`src/rtl/pe_out_chan.sv`:
```
// Output channel behind the PE functional unit: in-order result buffer with per-destination fan-out.
// Optional same-cycle bypass of an empty buffer is enabled by defining PE_OUT_BYPASS_EN.
module pe_out_chan #(
  parameter int DATA_WIDTH = 32,
  parameter int DEPTH      = 2,
  parameter int NUM_DST    = 4
) (
  input  logic                  clk,
  input  logic                  rst,
  input  logic                  clear,
  input  logic                  cfg_we,
  input  logic [NUM_DST-1:0]    cfg_dst_en,
  output logic                  fu_ready,
  input  logic                  fu_alloc,
  input  logic                  fu_valid,
  input  logic [DATA_WIDTH-1:0] fu_out,
  output logic [NUM_DST-1:0]    out_valid,
  output logic [DATA_WIDTH-1:0] out_data,
  input  logic [NUM_DST-1:0]    out_ack,
  output logic                  proto_err
);

  localparam int PW = $clog2(DEPTH);
  localparam int CW = $clog2(DEPTH + 1);

  typedef logic [PW-1:0] ptr_t;
  typedef logic [CW-1:0] cnt_t;

  logic [DATA_WIDTH-1:0] mem [DEPTH];
  ptr_t                  head, tail, wr;
  cnt_t                  n_res, n_full;
  logic [NUM_DST-1:0]    taken, dst_en;

  logic                  alloc_acc, wr_acc, head_vld, byp;
  logic                  retire_head, byp_drop, idle;
  logic [NUM_DST-1:0]    ack_acc, done;
  logic [CW:0]           occ;

  // Pointers wrap at DEPTH, which need not be a power of two.
  function automatic ptr_t ptr_inc(input ptr_t p);
    return (p == ptr_t'(DEPTH - 1)) ? '0 : p + ptr_t'(1);
  endfunction

  assign occ      = {1'b0, n_res} + {1'b0, n_full};
  assign fu_ready = (occ != (CW+1)'(DEPTH));
  assign idle     = (n_res == '0) && (n_full == '0);

  always_comb begin
    alloc_acc = fu_alloc && fu_ready;
    wr_acc    = fu_valid && ((n_res != '0) || alloc_acc);
    head_vld  = (n_full != '0);
    byp       = 1'b0;
`ifdef PE_OUT_BYPASS_EN
    byp       = wr_acc && !head_vld;
`endif
    out_data  = byp ? fu_out : mem[head];
    if (byp)
      out_valid = dst_en;
    else if (head_vld)
      out_valid = dst_en & ~taken;
    else
      out_valid = '0;
    ack_acc     = out_ack & out_valid;
    done        = taken | ack_acc | ~dst_en;
    retire_head = head_vld && (&done);
    // A fully acknowledged bypass result never occupies a slot.
    byp_drop    = byp && (&done);
  end

  always_ff @(posedge clk) begin
    if (rst) begin
      head      <= '0;
      tail      <= '0;
      wr        <= '0;
      n_res     <= '0;
      n_full    <= '0;
      taken     <= '0;
      dst_en    <= '0;
      proto_err <= 1'b0;
    end else if (clear) begin
      head      <= '0;
      tail      <= '0;
      wr        <= '0;
      n_res     <= '0;
      n_full    <= '0;
      taken     <= '0;
      proto_err <= 1'b0;
    end else begin
      if (alloc_acc) tail <= ptr_inc(tail);
      if (wr_acc)    wr   <= ptr_inc(wr);
      if (retire_head || byp_drop) head <= ptr_inc(head);

      n_res <= n_res + cnt_t'(alloc_acc) - cnt_t'(wr_acc);

      case ({wr_acc && !byp_drop, retire_head})
        2'b10:   n_full <= n_full + cnt_t'(1);
        2'b01:   n_full <= n_full - cnt_t'(1);
        default: n_full <= n_full;
      endcase

      taken <= (retire_head || byp_drop) ? '0 : (taken | ack_acc);

      if (cfg_we && idle) dst_en <= cfg_dst_en;

      if ((fu_alloc && !fu_ready) || (fu_valid && !wr_acc) || (cfg_we && !idle))
        proto_err <= 1'b1;
    end
  end

  // ---- result storage ----
  always_ff @(posedge clk) begin
    if (rst) begin
      for (int i = 0; i < DEPTH; i++) mem[i] <= '0;
    end else if (wr_acc && !clear) begin
      mem[wr] <= fu_out;
    end
  end

endmodule

```
`config.mk`:
```
export PLATFORM = sky130hd
export DESIGN_NAME = pe_out_chan
export DESIGN_NICKNAME = d
export VERILOG_FILES = /design/src/rtl/pe_out_chan.sv
export SDC_FILE = /design/constraint.sdc
export NUM_CORES = 1
export LEC_CHECK = 0
export ABC_CLOCK_PERIOD_IN_PS = 3200
export CAP_MARGIN = 20
export CORE_AREA = 8 8 105 117
export DETAILED_ROUTE_END_ITERATION = 10
export DIE_AREA = 0 0 113 125
export SETUP_SLACK_MARGIN = 0.3
export SLEW_MARGIN = 20
export SYNTH_ARGS = -nofsm -noshare
export SYNTH_HDL_FRONTEND = slang
export SYNTH_SLANG_ARGS = --single-unit
```
`constraint.sdc`:
```
create_clock -name clk -period 3.2 [get_ports clk]
set_clock_uncertainty 0.1 [all_clocks]
set_input_delay 0.48 -clock clk [delete_from_list [all_inputs] [get_ports clk]]
set_output_delay 0.48 -clock clk [all_outputs]
set_load 0.02 [all_outputs]
```
* Word level (Yosys, flattened, before mapping)
Memories as Yosys holds them, arrays and structs flattened. A register that Yosys moved wholly into a read port is not among the register bits.
Cells that the tools add are included.
** Cells by class
- Reductions and logical operators :: 26
- Muxes and demuxes :: 14
- Eq/ne operators :: 3
- Bitwise gates (word level) :: 7
- Add/sub/neg operators :: 7
** Operators with widths (count)
- 2-to-1 mux 32 bit :: 1
- OR reduction 32 bit :: 1
- 2-to-1 mux 1 bit :: 11
- logical AND 1 bit :: 9
- bitwise AND 4 bit :: 2
- NOT 4 bit :: 2
- bitwise OR 4 bit :: 2
- nonzero test 2 bit :: 3
- logical NOT 1 bit :: 4
- logical NOT 2 bit :: 2
- 2-to-1 mux 4 bit :: 1
- case mux 2 bit (2 select lines) :: 1
- AND reduction 4 bit :: 1
- adder 2 x 2 -> 3 bit :: 1
- logical OR 1 bit :: 3
- inequality test 3 x 2 -> 1 bit, second input constant :: 1
- OR reduction 3 bit :: 1
- adder 1 bit, second input constant :: 2
- adder 2 x 1 -> 2 bit :: 1
- adder 2 x 1 -> 2 bit, second input constant :: 1
- equality test 2 x 1 -> 1 bit, second input constant :: 1
- equality test 2 bit, second input constant :: 1
- AND reduction 2 bit :: 1
- OR reduction 2 bit :: 1
- other kinds (3) :: 3
** Storage, ports and cells
- Output and inout port bits :: 38
- Register bits :: 15
- Input port bits :: 46
- RAM bits :: 64
- Memories kept :: 1
- Logic and storage cells :: 65
** Memories
- mem :: depth 2, bits a word 32, read ports 1, clocked after Yosys merged registers in 1, wr ports 2, line 29 : logic [DATA_WIDTH-1:0] mem [DEPTH];

* Logic depth before layout (Yosys ltp)
- Depth in word-level cells :: 11
- Depth in mapped cells :: 12
- Depth with buffers taken out :: 12

* Worst setup path after synthesis
No wires, ideal clock.
- Path kind :: reg-to-reg
- From :: register n_full[0]
- To :: memory mem[0][0], enable pin
- Buffers on the path :: 0
- Slack :: 0.345 ns
- Library setup time :: 0.388 ns
- Period minus slack after synthesis :: 2.855 ns
- Arrival :: 2.367 ns
- Required time :: 2.712 ns
- Cell stages (with the launch flop) :: 8
- Cells stage by stage :: dfxtp_1 ha_1 fa_1 nor3b_1 inv_1 a21boi_1 nor2_1 a21o_1
** RTL lines
- start: declaration :: line 31 : cnt_t n_res, n_full;
- start signal: assignment :: line 96 : 2'b10: n_full <= n_full + cnt_t'(1);
- start signal: assignment :: line 97 : 2'b01: n_full <= n_full - cnt_t'(1);
- start signal: assignment :: line 98 : default: n_full <= n_full;
- end: declaration :: line 29

* Final worst setup path
- From :: register n_full[0]
- To :: register n_res[1]
** On the way
- Word-level cells in the longest chain between the ends :: 6
- Elaborated cells between the ends (all ways) :: 7
- Classes of those cells :: add/sub: 3; eq/ne: 1; reduce/logical: 3
** RTL lines
- adder 2 x 2 -> 3 bit :: line 44 : assign occ = {1'b0, n_res} + {1'b0, n_full};
- inequality test 3 x 2 -> 1 bit :: line 45 : assign fu_ready = (occ != (CW+1)'(DEPTH));
- logical AND 1 bit :: line 49 : alloc_acc = fu_alloc && fu_ready;
- logical OR 1 bit :: line 50 : wr_acc = fu_valid && ((n_res != '0) || alloc_acc);
- logical AND 1 bit :: line 50
- via wr_acc :: line 34 : logic alloc_acc, wr_acc, head_vld, byp;
- subtractor 2 x 1 -> 2 bit :: line 93 : n_res <= n_res + cnt_t'(alloc_acc) - cnt_t'(wr_acc);
- end signal: assignment :: line 93
- end: declaration :: line 31
The timed path passes the listed nets, and every way through them passes these cells.
A chain may end at the register's enable or synchronous reset.

==> impl_summary.log <==
[metrics] run status: complete, no violations
[metrics] wire length per cell after detailed routing: 15.78 um
[metrics] Cell Count, Final, Fillers Out: 516
[metrics] half-perimeter wire length after placement: 5.487 mm
[metrics] commonest cells after routing, fill and taps aside: 84 x nor2_1, 82 x clkdlybuf4s50_1, 64 x edfxtp_1
[metrics] total area of multi-input combinational cells: 1202 sq um
[metrics] type of origin of the critical path: flop
[metrics] starting utilization of the core area: 33.63%
[metrics] portion of netlist area occupied by mux cells: 11.33%
[metrics] area of the core region: 10,510 sq um
[metrics] maximum number of pins on one net before global-route repair: 34
[metrics] clock buffers created by TritonCTS: 9
[metrics] mapped cell area: 3535 sq um
[metrics] antenna violations before repair: 0
[metrics] maximum resistive drop on vdd: 0.2317 mV
[metrics] vias per cell: 4.760
[metrics] drt first-iter violations: 86
[metrics] most common library cell in the layout ignoring fill and taps: nor2_1
[metrics] vias after detailed routing: 2,456
[metrics] ratio of cells with drive above 1 in the final layout: 15.38%
[metrics] number of iterations in the first detailed-routing pass: 4
[metrics] met2 layer usage reported by global route: 20.27%
[metrics] first-pass GRT wire length: 13.37 mm
[metrics] basic-gate share of the synthesized area counting and, or, nand and nor cells: 16.07%
[metrics] data arrival time of the critical path: 2.89 ns
[metrics] cell area power density: 569.3 nW/um^2
[metrics] met1 GRT Util: 13.28%
[metrics] final worst-path cycle share: 86.52%
[metrics] Die H: 125 um
[metrics] nets@finish: 436
[metrics] worst reg2reg startpoint: n_full[0]$_SDFFE_PP0P_
[metrics] Final Wtd Congestion: 0.7374
[metrics] worst rel slew slack: 65.87%
[metrics] Longest Clk Path Bufs: 2
[metrics] layer with the highest usage after global routing: met2
[metrics] max-slew violations: 0
[metrics] Seq cells post-synth: 80
[metrics] post-synthesis adder-cell area fraction: 1.982%
[metrics] final hold violation count: 0
[metrics] clock slew at reported path FFs: 0.06 ns
[metrics] fill count: 986
[metrics] I/O pin cnt: 84
[metrics] synthesized netlist cell count: 303
[metrics] H-tree Lvls: 3
[metrics] critical path class: reg -> reg
[metrics] CTS tree: yes
[metrics] final wirelength: 8.145 mm
[metrics] total leakage power: 0.001846 uW
[metrics] minimum setup slack in the final design: 0.4314 ns
[metrics] number of flops mapped to enable cells by yosys: 64
[metrics] Max Freq: 361.2 MHz
[metrics] prevailing post-synth register cell: edfxtp_1
[metrics] xor and xnor area share after synthesis: 0.9912%
[metrics] reg2reg setup slack: 0.43 ns
[metrics] final critical delay including setup and external delays: 2.769 ns
[metrics] global routing met3 resource utilization: 4.092%
[metrics] Chip Width: 113 um
[metrics] FP Rows: 40
[metrics] complex-gate fraction of the synthesized area: 2.903%
[metrics] reported max-cap violation count: 0
[metrics] peak fanout along the critical path: 6
[metrics] Yosys cell types: 31
[metrics] required time at the worst-slack endpoint: 3.32 ns
[metrics] instance count after placement with tap cells included: 500
[metrics] DRT antenna net count: 0
[metrics] Critical Path Sink Type: flop
[metrics] Hold Path Origin: taken[3]$_SDFF_PP0_
[metrics] setup repair after global routing missed its margin: yes
[metrics] sequential element share of the synthesized area: 63.43%
[metrics] post-cts hold buffer count: 0
[metrics] dominant combinational cell family by area after synthesis: simple AND/OR/NAND/NOR gates
[metrics] number of sinks driven by the clock tree: 80
[metrics] grt total ovfl: 0
[metrics] HP Class: reg -> reg
[metrics] number of setup violations in the final report: 0
[metrics] vias in the first global route: 2,707
[metrics] Warnings, synthesis: 0
[metrics] worst setup path start: n_full[0]$_SDFFE_PP0P_
[metrics] total chip power: 2786 uW
[metrics] source-to-sink clock delay at the later pin of the worst-skew pair: 0.33 ns
[metrics] Syn Area/Cell: 11.67 sq um
[metrics] storage element area: 2243 sq um
[metrics] residual DRC count: 0
[metrics] diode insertion count for antenna repair: 0
[metrics] layout overhead on the synthesized area: 38.44%
[metrics] Total Neg Setup Slack: 0 ns
[metrics] share of flip-flops with an asynchronous set or reset after synthesis: 0%
[metrics] worst slew pin tran: 0.5120 ns
[metrics] Port Buf Inserts: 83
[metrics] die area: 14,130 sq um
[metrics] worst slack at placement: 0.2302 ns
[metrics] Tot GR Track Use: 11.86%
[metrics] syn nets: 354
[metrics] Clk Tree Root Cell: clkbuf_16
-- worst max-delay path, cell delays in order (launching register included) --
cell and delay, ns:
dfxtp_1 0.36, ha_1 0.21, fa_1 0.47, nor3b_2 0.18, inv_1 0.12, a21boi_4 0.21, nor2_1 0.12, ha_1 0.30
inv_1 0.04, ha_1 0.18, xor2_1 0.19, xnor2_1 0.14, nor2_1 0.05
-- cells in the mapped netlist, drive strengths merged, types with 2 or more instances --
| master | number | area share (%) |
|---|---|---|
| nor2 | 84 | 8.9 |
| edfxtp | 64 | 54 |
| nand2 | 39 | 4.1 |
| mux2 | 32 | 10 |
| dfxtp | 16 | 9.1 |
| buf | 11 | 2.0 |
| clkbuf | 7 | 0.78 |
| a21oi | 5 | 0.71 |
| inv | 5 | 0.53 |
| nor3b | 5 | 1.1 |
| a31oi | 4 | 0.71 |
| ha | 4 | 1.4 |
| mux2i | 4 | 1.1 |
| o21ai | 4 | 0.57 |
| or3 | 4 | 0.71 |
| or2 | 2 | 0.35 |
| xnor2 | 2 | 0.50 |
| xor2 | 2 | 0.50 |
-- layout make-up --
cell class / count / share of cell area (%)
Clock buffer: 11 / 4.960
Timing Repair Buffer: 89 / 18.90
Multi-Input combinational cell: 200 / 24.57
Tap cell: 126 / 3.222
Inverter: 5 / 0.3835
Clock inverter: 5 / 2.122
Sequential cell: 80 / 45.85
-- path summary, 6_finish.rpt --
kind | endpoint | depth (start not counted)
max | n_res[1]$_SDFF_PP0_ | 12
min | taken[3]$_SDFF_PP0_ | 2
max reg2reg | n_res[1]$_SDFF_PP0_ | 12
min reg2reg | taken[3]$_SDFF_PP0_ | 2
-- sequential cells by signal (all words and copies together) (netlist names), named ones only --
name / cells
n_res: 2
n_full: 2
wr: 1
dst_en: 4
proto_err: 1
mem: 64
head: 1
taken: 4
-- stage by stage --
step | hold WS (ns) | area [sq um] | utilization (%)
final | 0.4166 | 4893 | 46.56
after CTS | 0.4161 | 4880 | 46.43
after global routing | 0.4485 | 4893 | 46.56
after floorplan | 0.3602 | 3535 | -
after global placement | 0.3762 | 4522 | 43.02
after detailed placement | 0.3962 | 4522 | 43.02
-- logic make-up after synthesis --
group / after synthesis
compound gates: 17
flops: 80
xor+xnor: 4
simple gates: 138
fa+ha+maj: 5
buf+inv: 23
mux: 36
-- metal layers --
metal / vias to the layer above / wire length [um]
li1: 1209 / -
met1: 1172 / 3570
met2: 64 / 3893
met3: 11 / 556
met4: 0 / 123
met5: - / 0
-- power breakdown --
part	internal, uW	total (uW)	switching, uW
clock	785	1180	393
sequential	1180	1210	23.1
combinational	203	402	200
-- timing repair --
action,CTS,global route
setup buffers,0,0
endpoints found under the setup margin,35,12
resized for setup,3,3
pin swaps,0,1
No activity file was read; power rests on OpenSTA's default activity.
